`config.mk`:
```
export PLATFORM = sky130hd
export DESIGN_NAME = sqrt_ctrl_fsm_flat
export DESIGN_NICKNAME = d
export VERILOG_FILES = /design/src/rtl/sqrt_ctrl_fsm_pkg.sv /design/src/rtl/sqrt_ctrl_fsm_if.sv /design/src/rtl/sqrt_ctrl_fsm_iter_counter.sv /design/src/rtl/sqrt_ctrl_fsm.sv /design/src/flat_wrapper.sv
export SDC_FILE = /design/constraint.sdc
export NUM_CORES = 1
export LEC_CHECK = 0
export CAP_MARGIN = 5
export CORE_MARGIN = 2
export CORE_UTILIZATION = 41
export CTS_BUF_LIST = sky130_fd_sc_hd__clkbuf_8
export DETAILED_ROUTE_END_ITERATION = 7
export PLACE_DENSITY = 0.76
export REMOVE_ABC_BUFFERS = 1
export SLEW_MARGIN = 5
export SYNTH_ARGS = -nofsm -noshare
export SYNTH_HDL_FRONTEND = slang
export SYNTH_SLANG_ARGS = --single-unit
```
`constraint.sdc`:
```
create_clock -name clk -period 1.5 [get_ports clk]
set_input_delay 0.375 -clock clk [delete_from_list [all_inputs] [get_ports clk]]
set_output_delay 0.375 -clock clk [all_outputs]
set_load 0.01 [all_outputs]
```
`src/rtl/sqrt_ctrl_fsm_pkg.sv`:
```
// sqrt_ctrl_fsm_pkg: shared state encodings, iteration limits and mux selects for the sqrt controller
package sqrt_ctrl_fsm_pkg;

    // 256 iterations is never reached legally: floor(sqrt(65535)) = 255
    localparam int MAX_ITER_DEF = 256;
    localparam int ITER_W_DEF   = 9;

    localparam logic [2:0] ST_IDLE = 3'd0;
    localparam logic [2:0] ST_BOOT = 3'd1;
    localparam logic [2:0] ST_TEST = 3'd2;
    localparam logic [2:0] ST_INC  = 3'd3;
    localparam logic [2:0] ST_ADD  = 3'd4;
    localparam logic [2:0] ST_DONE = 3'd5;
    localparam logic [2:0] ST_ERR  = 3'd6;

    typedef enum logic [2:0] {
        S_IDLE = ST_IDLE,
        S_BOOT = ST_BOOT,
        S_TEST = ST_TEST,
        S_INC  = ST_INC,
        S_ADD  = ST_ADD,
        S_DONE = ST_DONE,
        S_ERR  = ST_ERR
    } state_e;

    // adder operand select in the DataPath
    localparam logic MUX_ROOT   = 1'b0;
    localparam logic MUX_SQUARE = 1'b1;

endpackage

```
`src/rtl/sqrt_ctrl_fsm_if.sv`:
```
// sqrt_ctrl_fsm_if: start request, DataPath flag and control strobes between the FSM and its neighbours
interface sqrt_ctrl_fsm_if;
    logic start_i;
    logic N_o;
    logic boot_o;
    logic wr_square_o;
    logic wr_root_o;
    logic muxes_o;
    logic busy_o;
    logic done_o;
    logic err_o;

    // requester + DataPath side
    modport master (
        output start_i, N_o,
        input  boot_o, wr_square_o, wr_root_o, muxes_o, busy_o, done_o, err_o
    );

    // controller side
    modport slave (
        input  start_i, N_o,
        output boot_o, wr_square_o, wr_root_o, muxes_o, busy_o, done_o, err_o
    );
endinterface

```
`src/rtl/sqrt_ctrl_fsm_iter_counter.sv`:
```
// sqrt_ctrl_fsm_iter_counter: saturating iteration counter with terminal-count flag at MAX_ITER
module sqrt_ctrl_fsm_iter_counter #(
    parameter int MAX_ITER = 256,
    parameter int ITER_W   = 9
) (
    input  logic clk,
    input  logic rst_n,
    input  logic clr_i,
    input  logic inc_i,
    output logic tc_o
);
    logic [ITER_W-1:0] cnt_q, cnt_d;

    assign tc_o = (cnt_q == ITER_W'(MAX_ITER));

    // clear wins; increment stops at MAX_ITER so the count never wraps
    always_comb begin
        cnt_d = clr_i ? '0 : (inc_i && !tc_o) ? cnt_q + 1'b1 : cnt_q;
    end

    // count register
    always_ff @(posedge clk or negedge rst_n) begin
        if (!rst_n) cnt_q <= '0;
        else        cnt_q <= cnt_d;
    end
endmodule

```
`src/rtl/sqrt_ctrl_fsm.sv`:
```
// sqrt_ctrl_fsm: sequences boot / root-increment / square-accumulate on the sqrt DataPath until square > valor
module sqrt_ctrl_fsm
    import sqrt_ctrl_fsm_pkg::*;
#(
    parameter int MAX_ITER = MAX_ITER_DEF,
    parameter int ITER_W   = ITER_W_DEF
) (
    input  logic              clk,
    input  logic              rst_n,
    sqrt_ctrl_fsm_if.slave    bus
);
    state_e state_q, state_d;
    logic   err_q, err_d;
    logic   clr, tc;

    sqrt_ctrl_fsm_iter_counter #(
        .MAX_ITER (MAX_ITER),
        .ITER_W   (ITER_W)
    ) u_cnt (
        .clk   (clk),
        .rst_n (rst_n),
        .clr_i (clr),
        .inc_i (state_q == S_INC),
        .tc_o  (tc)
    );

    // next state; err is set on the way into ERR and held until a start is accepted
    always_comb begin
        state_d = state_q;
        err_d   = err_q;
        clr     = 1'b0;
        case (state_q)
            S_IDLE: begin
                if (bus.start_i) begin
                    state_d = S_BOOT;
                    err_d   = 1'b0;
                    clr     = 1'b1;
                end
            end
            S_BOOT: state_d = S_TEST;
            S_TEST: begin
                state_d = bus.N_o ? S_DONE : tc ? S_ERR : S_INC;
                err_d   = err_q | (!bus.N_o && tc);
            end
            S_INC:   state_d = S_ADD;
            S_ADD:   state_d = S_TEST;
            S_DONE:  state_d = S_IDLE;
            S_ERR:   state_d = S_IDLE;
            default: state_d = S_IDLE;
        endcase
    end

    // state and sticky error registers
    always_ff @(posedge clk or negedge rst_n) begin
        if (!rst_n) begin
            state_q <= S_IDLE;
            err_q   <= 1'b0;
        end else begin
            state_q <= state_d;
            err_q   <= err_d;
        end
    end

    // Moore outputs decoded from the registered state only
    always_comb begin
        bus.boot_o      = (state_q == S_BOOT);
        bus.wr_square_o = (state_q == S_BOOT) || (state_q == S_ADD);
        bus.wr_root_o   = (state_q == S_BOOT) || (state_q == S_INC);
        bus.muxes_o     = (state_q == S_ADD) ? MUX_SQUARE : MUX_ROOT;
        bus.busy_o      = (state_q == S_BOOT) || (state_q == S_TEST) ||
                          (state_q == S_INC)  || (state_q == S_ADD);
        bus.done_o      = (state_q == S_DONE);
        bus.err_o       = err_q;
    end
endmodule

```
`src/flat_wrapper.sv`:
```
// flat-port wrapper written by rule: the top's interface ports become plain ports
module sqrt_ctrl_fsm_flat import sqrt_ctrl_fsm_pkg::*;
#(
    parameter int MAX_ITER = MAX_ITER_DEF,
    parameter int ITER_W   = ITER_W_DEF
)
  (clk, rst_n, bus_start_i, bus_N_o, bus_boot_o, bus_wr_square_o, bus_wr_root_o, bus_muxes_o, bus_busy_o, bus_done_o, bus_err_o);
  sqrt_ctrl_fsm_if bus_i ();
  input  logic clk;
  input  logic rst_n;
  input wire logic [$bits(bus_i.start_i)-1:0] bus_start_i;
  input wire logic [$bits(bus_i.N_o)-1:0] bus_N_o;
  output wire logic [$bits(bus_i.boot_o)-1:0] bus_boot_o;
  output wire logic [$bits(bus_i.wr_square_o)-1:0] bus_wr_square_o;
  output wire logic [$bits(bus_i.wr_root_o)-1:0] bus_wr_root_o;
  output wire logic [$bits(bus_i.muxes_o)-1:0] bus_muxes_o;
  output wire logic [$bits(bus_i.busy_o)-1:0] bus_busy_o;
  output wire logic [$bits(bus_i.done_o)-1:0] bus_done_o;
  output wire logic [$bits(bus_i.err_o)-1:0] bus_err_o;
  assign bus_i.start_i = bus_start_i;
  assign bus_i.N_o = bus_N_o;
  assign bus_boot_o = bus_i.boot_o;
  assign bus_wr_square_o = bus_i.wr_square_o;
  assign bus_wr_root_o = bus_i.wr_root_o;
  assign bus_muxes_o = bus_i.muxes_o;
  assign bus_busy_o = bus_i.busy_o;
  assign bus_done_o = bus_i.done_o;
  assign bus_err_o = bus_i.err_o;
  sqrt_ctrl_fsm #(.MAX_ITER(MAX_ITER), .ITER_W(ITER_W)) u_core (.clk(clk), .rst_n(rst_n), .bus(bus_i));
endmodule
```
==> flow_summary.ini, run 1 <==
[run_status]
status = finished with violations
violations = negative setup slack

[layout]
syn2layout_area_growth_pct = 43.8
fillers = 160
multi_input_area_um2 = 443
antennaDiodeCount = 0
layout.nets = 113
fin_area_um2 = 1070
fin_cells = 131
drive_above_1_share_pct = 37.7
seq_area_um2 = 325

[cts]
cts_root_buf = clkbuf_8
insertion_delay_ns = 0.25
cts_sinks = 13
htree_levels = 1
clk_pin_slew_ns = 0.06
numCtsBuffers = 3
cts_max_path_buffers = 2
postCtsHoldBufs = 0
tritoncts = yes

[worst_setup_path]
setup.worst_path.start_class = flop
end_kind = primary output
arrival_ns = 1.17
rrSetupSlack_ns = 0.01
crit_fanout = 2
path_class = reg -> out
crit_required_ns = 1.12

[yosys]
ys_top_cells_by_area = dfrtp_1, xnor2_1, nor2_1
synthCells = 78
synth.most_common_cell = dfrtp_1
yosys_most_used_dff = dfrtp_1
ys_seq_area_share_pct = 43.6
synth_edf_count = 0
netlist_area_um2 = 746
ys_types = 28
synth_common_cells = dfrtp_1, nor2_1, inv_1
synth_top_cell_by_area = dfrtp_1
ys.warnings.count = 0
avgSynthCellArea_um2 = 9.56
synth_seq_cells = 13
async_reset_ff_share_pct = 100
synth_top_area_share_pct = 43.6

[power_and_ir_drop]
ir_drop_v = 0.00108
power.density_nw_per_um2 = 1610
leakagePower_nw = 0.524

[floorplan]
die_w_um = 46.6
start_util_pct = 43.2
chipHeight_um = 46.6
rows = 15
dieArea_um2 = 2180
pin_count = 11
core-area_um2 = 1730

[drt]
wl_um = 1800
detail-route-antenna-nets = 0
drt_iter0_markers = 9
wire_per_inst_um = 13.7
drc = 0
dr.pass1.iters = 4
route.vias.total = 670
post_drt_via_cell_ratio = 5.11

[timing]
skew_ns = 0.00563
setup_viol = 2
worst_slew_pin_slew_ns = 0.354
rsz0062_at_grt = yes
timing.fmax_mhz = 648
setup_tns_ns = -0.0478
relSlewSlack_pct = 76.2
final-hold-violation-count = 0
finalWorstSetupSlack_ns = -0.0436
period_share_pct = 103
holdWs_ns = 0.429
report.final.slew_viol_count = 0
fin_crit_ns = 1.54

[placement]
dp.cells = 123
gp_congestion = 0.800
io_buffers = 10
place_ws_ns = -0.189
dpl_cell_area_um2 = 955
hpwl_um = 1150

[grt]
grt_use_total_pct = 18.3
antenna_found_initial = 0
grt_max_degree = 14
overflow = 0
grt_pass1_wl_um = 2650
grt_pass1_vias = 602

[hold_path]
hold_class = in -> async

[job]
timing.max_cap.violations = 0
## sequential cells by signal, summed over array words and instances (netlist names)
name                count
u_core.bus.err_o        1
u_core.state_q          3
u_core.u_cnt.cnt_q      9
## power by group
| group | total [mW] | leakage (nW) | internal, mW | switching [mW] |
|---|---|---|---|---|
| sequential | 0.483 | 0.177 | 0.420 | 0.0630 |
| combinational | 0.929 | 0.322 | 0.480 | 0.449 |
| clock | 0.317 | 0.0255 | 0.184 | 0.133 |
| total | 1.73 | 0.524 | 1.08 | 0.645 |
## path summary, 6_finish.rpt
path / end / cells after the start / from
min in group clk: u_core.u_cnt.cnt_q[8] / 1 / u_core.u_cnt.cnt_q[8]
worst min-delay path: u_core.u_cnt.cnt_q[1] / 2 / rst_n
worst max-delay path: bus_busy_o / 4 / u_core.state_q[1]
max in group asynchronous: u_core.u_cnt.cnt_q[0] / 2 / rst_n
worst min register to register: u_core.u_cnt.cnt_q[8] / 1 / u_core.u_cnt.cnt_q[8]
worst max register to register: u_core.u_cnt.cnt_q[8] / 6 / u_core.state_q[2]
## final cells by class
class                           count  share of cell area [%]
Clock buffer                        3                    3.85
Timing Repair Buffer               26                    18.7
Tap cell                           25                    2.92
Multi-Input combinational cell     56                    41.3
Sequential cell                    13                    30.3
Inverter                            7                    2.45
Clock inverter                      1                   0.467
## cell usage in the layout, fill, tap and decap left out, drive strengths merged
master,netlist,routed
buf,2,22
dfrtp,13,13
nor2,11,11
inv,7,7
xnor2,6,6
nand2,5,5
nand3,5,5
o21ai,4,4
clkbuf,0,3
clkdlybuf4s50,0,3
a21oi,3,3
and3,2,2
nor3,2,2
mux2i,2,2
ha,2,2
nor4,2,2
nand3b,2,2
nand2b,1,1
nor4b,1,1
and4bb,1,1
or2b,1,1
o31ai,1,1
o41ai,1,1
nand4,1,1
and4b,1,1
nor3b,1,1
a21boi,1,1
clkinv,0,1
dlygate4sd2,0,1
## stage by stage
stage | utilization [%] | power, mW
floorplan | - | 0.866
global route | 62.1 | 1.86
finish | 62.1 | 1.73
detailed placement | 55.3 | 1.30
CTS | 58.5 | 1.67
global placement | 55.3 | 1.29
## worst max-delay path, stage by stage, from the launching register on
cell and delay [ns]:
dfrtp_1 0.40, nor2_2 0.15, buf_6 0.12, xnor2_2 0.10
buf_2 0.15
## cells by family after synthesis
| logic type | after synthesis | share of synthesized area (%) |
|---|---|---|
| xor gates and xnor gates | 6 | 7.05 |
| muxes | 2 | 2.68 |
| adders and majority gates | 2 | 3.36 |
| and+or+nand+nor | 36 | 29.7 |
| buffers and inverters | 9 | 5.20 |
| DFF | 13 | 43.6 |
| AOI/OAI and AO/OA | 10 | 8.39 |
## routing by layer
layer	GRT usage, %	part of all wire [%]	routed length (um)	up-vias
met4	6.67	0.89	16	0
met5	0	0	0	-
met1	21.5	40	719	323
met3	7.06	5.6	100	2
li1	-	-	-	323
met2	30.3	53	961	22
## repair_timing
item                                    4_1_cts  5_1_grt
resized for setup                            32       10
setup buffers                                 2        2
pin swaps                                     1        4
hold endpoints to repair                      0        0
endpoints found under the setup margin        7        9
Power figures use the tool's default switching activity.
==> run 2, diff against run 1 <==
--- a/config.mk
+++ b/config.mk
@@ -16,3 +16,4 @@
 export SYNTH_ARGS = -nofsm -noshare
 export SYNTH_HDL_FRONTEND = slang
 export SYNTH_SLANG_ARGS = --single-unit
+export TNS_END_PERCENT = 1
==> run 2 against run 1 <==
Against the previous run: die area stayed put; wire length is 12% lower; critical endpoint unchanged; the flow still finishes with violations (negative setup slack); register-to-register slack better by 0.05 ns; largest cell class unchanged; clock power hardly changed; core utilization is 3.7 points lower; fmax is 0.93% higher.
==> flow_summary.ini, run 2 (synthesis gave the netlist of run 1 again) <==
[job]
timing.max_cap.violations = 0

[layout]
antennaDiodeCount = 0
largest_reg_flops = 9
syn2layout_area_growth_pct = 35.2
final_common_cell = dfrtp_1
fin_area_um2 = 1010
largest_register = u_core.u_cnt.cnt_q
final_cell_mix = dfrtp_1, buf_4, nor2_1, inv_1, xnor2_1
drive_above_1_share_pct = 31.1
layout.nets = 110

[grt]
grt_max_degree = 14
antenna_found_initial = 0
grt_use_total_pct = 18.0
grt_pass1_vias = 596
overflow = 0
grt_pass1_wl_um = 2610

[worst_setup_path]
critical_path.startpoint = u_core.state_q[0]
crit_required_ns = 1.12
arrival_ns = 1.15
cp-endpoint = bus_busy_o
setup.worst_path.start_class = flop
reg2regPathDepth = 6
rrSetupSlack_ns = 0.06
r2r_start = u_core.u_cnt.cnt_q[1]
r2r_end = u_core.u_cnt.cnt_q[8]
path_class = reg -> out
end_kind = primary output
crit_fanout = 3

[drt]
detail-route-antenna-nets = 0
wl_um = 1580
wire_per_inst_um = 12.3
dr.pass1.iters = 4
drc = 0
route.vias.total = 632
post_drt_via_cell_ratio = 4.94
drt_iter0_markers = 13

[cts]
tritoncts = yes
cts_root_buf = clkbuf_8
cts_max_path_buffers = 2
numCtsBuffers = 3
htree_levels = 1
clk_pin_slew_ns = 0.06
cts_sinks = 13
insertion_delay_ns = 0.25

[power_and_ir_drop]
ir_drop_v = 0.00107
leakagePower_nw = 0.498
power.density_nw_per_um2 = 1610
power_mw = 1.62

[placement]
hpwl_um = 1150
dpl_cell_area_um2 = 955
io_buffers = 10
gp_congestion = 0.800
place_ws_ns = -0.189

[timing]
finalWorstSetupSlack_ns = -0.0293
skew_ns = 0.00674
timing.fmax_mhz = 654
setup_viol = 2
final-hold-violation-count = 0
setup_tns_ns = -0.0518
relSlewSlack_pct = 79.5
rsz0062_at_grt = yes
holdWs_ns = 0.430
fin_crit_ns = 1.53
period_share_pct = 102
report.final.slew_viol_count = 0
worst_slew_pin_slew_ns = 0.305

[run_status]
violations = negative setup slack
status = finished with violations

[floorplan]
pin_count = 11
die_w_um = 46.6
core-area_um2 = 1730
chipHeight_um = 46.6
dieArea_um2 = 2180
rows = 15
start_util_pct = 43.2

[hold_path]
hold_class = in -> async
==> run 2: cell count changes in the layout (fill, tap and decap cells not counted), sizes merged <==
cell	before	now
clkdlybuf4s15	0	1
buf	22	18
==> run 2: metal layers <==
| metal | track usage, % | vias up | part of all wire (%) |
|---|---|---|---|
| li1 | - | 320 | - |
| met1 | 21.2 | 295 | 45 |
| met2 | 29.2 | 15 | 49 |
| met3 | 7.45 | 2 | 5.1 |
| met4 | 6.67 | 0 | 1.1 |
| met5 | 0 | - | 0 |
==> run 2: critical path, cell delays in order (launching register included) <==
cell and delay [ns]:
dfrtp_1 0.40, nor2_2 0.11, buf_4 0.13, xnor2_1 0.11
buf_2 0.15
==> run 2: timing repair <==
item                       in CTS  in global routing
gates cloned                    0                  0
gates resized for setup        28                  3
buffers inserted                1                  0
pin swaps                       1                  0
hold buffers                    0                  0
setup endpoints to repair       7                  9
==> run 2: through the flow <==
step                      cells  utilization (%)
final                       128             58.4
after global routing        128             58.4
after CTS                   128             58.1
after detailed placement    123             55.3
after global placement      123             55.3
after floorplan              76                -
==> run 2: worst min path at each step <==
| stage | start | endpoint | slack [ns] | depth (start not counted) |
|---|---|---|---|---|
| floorplan | rst_n | u_core.bus.err_o | 0.08 | 0 |
| global placement | u_core.u_cnt.cnt_q[8] | u_core.u_cnt.cnt_q[8] | 0.45 | 1 |
| detailed placement | u_core.bus.err_o | u_core.bus.err_o | 0.47 | 2 |
| CTS | rst_n | u_core.u_cnt.cnt_q[1] | 0.43 | 2 |
| global route | rst_n | u_core.u_cnt.cnt_q[1] | 0.46 | 2 |
| finish | rst_n | u_core.u_cnt.cnt_q[1] | 0.43 | 2 |
==> run 2: where the power goes <==
group	switching [mW]	leakage [nW]	internal, mW	total [mW]
Clock	0.135	0.0255	0.184	0.319
Sequential	0.0564	0.177	0.420	0.476
Combinational	0.414	0.296	0.412	0.826
Total	0.605	0.498	1.02	1.62
==> run 2: area by class of cell <==
class / count / area, um2
fillers: 172 / 718
multi-input cells: 56 / 403
flip-flops and latches: 13 / 325
repair buffers: 23 / 176
clock buffers: 3 / 41.3
well taps: 25 / 31.3
inverters: 7 / 26.3
clock inverters: 1 / 5.00
==> run 3, diff against run 2 <==
--- a/config.mk
+++ b/config.mk
@@ -11,6 +11,7 @@
 export CTS_BUF_LIST = sky130_fd_sc_hd__clkbuf_8
 export DETAILED_ROUTE_END_ITERATION = 7
 export PLACE_DENSITY = 0.76
+export RECOVER_POWER = 100
 export REMOVE_ABC_BUFFERS = 1
 export SLEW_MARGIN = 5
 export SYNTH_ARGS = -nofsm -noshare
==> run 3 against run 2 <==
Against the previous run: clock power barely moved; setup slack gained 0.00072 ns; via count up 0.32%; the flow still finishes with violations (negative setup slack); sequential power about the same; highest routed layer unchanged; critical path type unchanged; core utilization down 1.2 points; sequential share of layout area grew 0.70 points; largest power group unchanged; wire length shrank 1.8%; combinational power decreased by 4.2%.
==> flow_summary.ini, run 3 (synthesis gave the netlist of run 1 again) <==
[run_status]
status = finished with violations
violations = negative setup slack

[floorplan]
chipHeight_um = 46.6
rows = 15
die_w_um = 46.6
core-area_um2 = 1730
pin_count = 11
start_util_pct = 43.2
dieArea_um2 = 2180

[grt]
grt_pass1_vias = 596
grt_max_degree = 14
overflow = 0
antenna_found_initial = 0
grt_pass1_wl_um = 2610
grt_use_total_pct = 18.0

[layout]
largest_register = u_core.u_cnt.cnt_q
final_cell_mix = dfrtp_1, nor2_1, buf_4, inv_1, xnor2_1
final_common_cell = dfrtp_1
largest_reg_flops = 9
syn2layout_area_growth_pct = 32.4
final_util_pct = 57.2
antennaDiodeCount = 0
fin_area_um2 = 987
layout.nets = 110
drive_above_1_share_pct = 29.1

[placement]
io_buffers = 10
dpl_cell_area_um2 = 955
place_ws_ns = -0.189
gp_congestion = 0.800
hpwl_um = 1150

[power_and_ir_drop]
internal_power_mw = 0.985
ir_drop_v = 0.00106
power.density_nw_per_um2 = 1600
p_sw_share_pct = 37.8
leakagePower_nw = 0.484
pwr-share-comb_pct = 49.9
pwr-share-clk_pct = 20.1
p_seq_share_pct = 29.9
power_mw = 1.58
p_switching_mw = 0.598

[drt]
drc = 0
wl_um = 1550
dr.pass1.iters = 4
detail-route-antenna-nets = 0
route.vias.total = 634
drt_iter0_markers = 13
post_drt_via_cell_ratio = 4.95
wire_per_inst_um = 12.1

[worst_setup_path]
rrSetupSlack_ns = 0.02
r2r_end = u_core.bus.err_o
cp-endpoint = bus_busy_o
critical_path_cell_count = 4
cp_num_buf_inv = 2
path_class = reg -> out
reg2regPathDepth = 3
crit_path_top_delay_cell = dfrtp_1
end_kind = primary output
crit_required_ns = 1.12
setup.worst_path.start_class = flop
r2r_start = u_core.u_cnt.cnt_q[3]
arrival_ns = 1.15
crit_family = flip-flops
critical_path.startpoint = u_core.state_q[0]
crit_chain = nor2_2 -> buf_4 -> xnor2_1 -> buf_2
crit_fanout = 3
slowest_delay_ns = 0.40

[cts]
cts_root_buf = clkbuf_8
insertion_delay_ns = 0.25
cts_sinks = 13
tritoncts = yes
cts_max_path_buffers = 2
postCtsHoldBufs = 0
numCtsBuffers = 3
clk_pin_slew_ns = 0.06
htree_levels = 1

[job]
timing.max_cap.violations = 0

[hold_path]
hold_class = reg -> reg

[timing]
fin_crit_ns = 1.53
setup_viol = 2
skew_ns = 0.00646
rsz0062_at_grt = yes
worst_slew_pin_slew_ns = 0.694
timing.fmax_mhz = 654
relSlewSlack_pct = 53.7
report.final.slew_viol_count = 0
final-hold-violation-count = 0
setup_tns_ns = -0.0494
period_share_pct = 102
finalWorstSetupSlack_ns = -0.0286
## run 3: cell count changes in the layout (fill, tap and decap cells not counted)
| cell | previous run | this run |
|---|---|---|
| nor4_2 | 0 | 1 |
| buf_4 | 12 | 8 |
| nor4_4 | 1 | 0 |
| buf_2 | 5 | 4 |
| clkbuf_2 | 0 | 3 |
| dlygate4sd3_1 | 0 | 2 |
| clkbuf_1 | 0 | 2 |
| clkdlybuf4s50_1 | 3 | 1 |
## run 3: how the worst min path moves through the flow
stage / slack [ns] / from / cells after the start / end
6_report: 0.48 / u_core.u_cnt.cnt_q[8] / 1 / u_core.u_cnt.cnt_q[8]
5_1_grt: 0.50 / u_core.u_cnt.cnt_q[8] / 1 / u_core.u_cnt.cnt_q[8]
4_1_cts: 0.43 / rst_n / 2 / u_core.u_cnt.cnt_q[1]
3_5_place_dp: 0.47 / u_core.bus.err_o / 2 / u_core.bus.err_o
3_3_place_gp: 0.45 / u_core.u_cnt.cnt_q[8] / 1 / u_core.u_cnt.cnt_q[8]
2_1_floorplan: 0.08 / rst_n / 0 / u_core.bus.err_o
## run 3: final cells by class
type | count | area [um2]
fill | 178 | 739
multi-input combinational | 56 | 394
sequential | 13 | 325
timing repair buffer | 23 | 164
clock buffer | 3 | 41.3
tap | 25 | 31.3
inverter | 7 | 26.3
clock inverter | 1 | 5.00
## run 3: worst register-to-register path: stages (launching register included)
cell	delay, ns
dfrtp_1	0.43
nor4_2	0.46
nand2_1	0.19
o41ai_2	0.30
## run 3: per-layer routing
metal	global-route usage, %	wire [um]
met2	29.2	762
met4	6.67	17
met3	7.45	85
met5	0	0
met1	21.2	684
## run 3: power by group through the flow
stage               Combinational (mW)  Sequential [mW]  Clock (mW)
finish                           0.791            0.474       0.318
global route                     0.880            0.482       0.345
CTS                              0.822            0.477       0.331
detailed placement               0.825            0.475           0
global placement                 0.818            0.470           0
floorplan                        0.338            0.528           0
## run 3: per-stage QoR
stage,cells,hold slack (ns)
finish,128,0.476
global route,128,0.500
CTS,128,0.428
detailed placement,123,0.470
global placement,123,0.454
floorplan,76,0.0794
## run 3: repair_timing
item,4_1_cts,5_1_grt
pin swaps,1,0
gates resized for setup,28,3
setup endpoints to repair,7,9
setup buffers,1,0
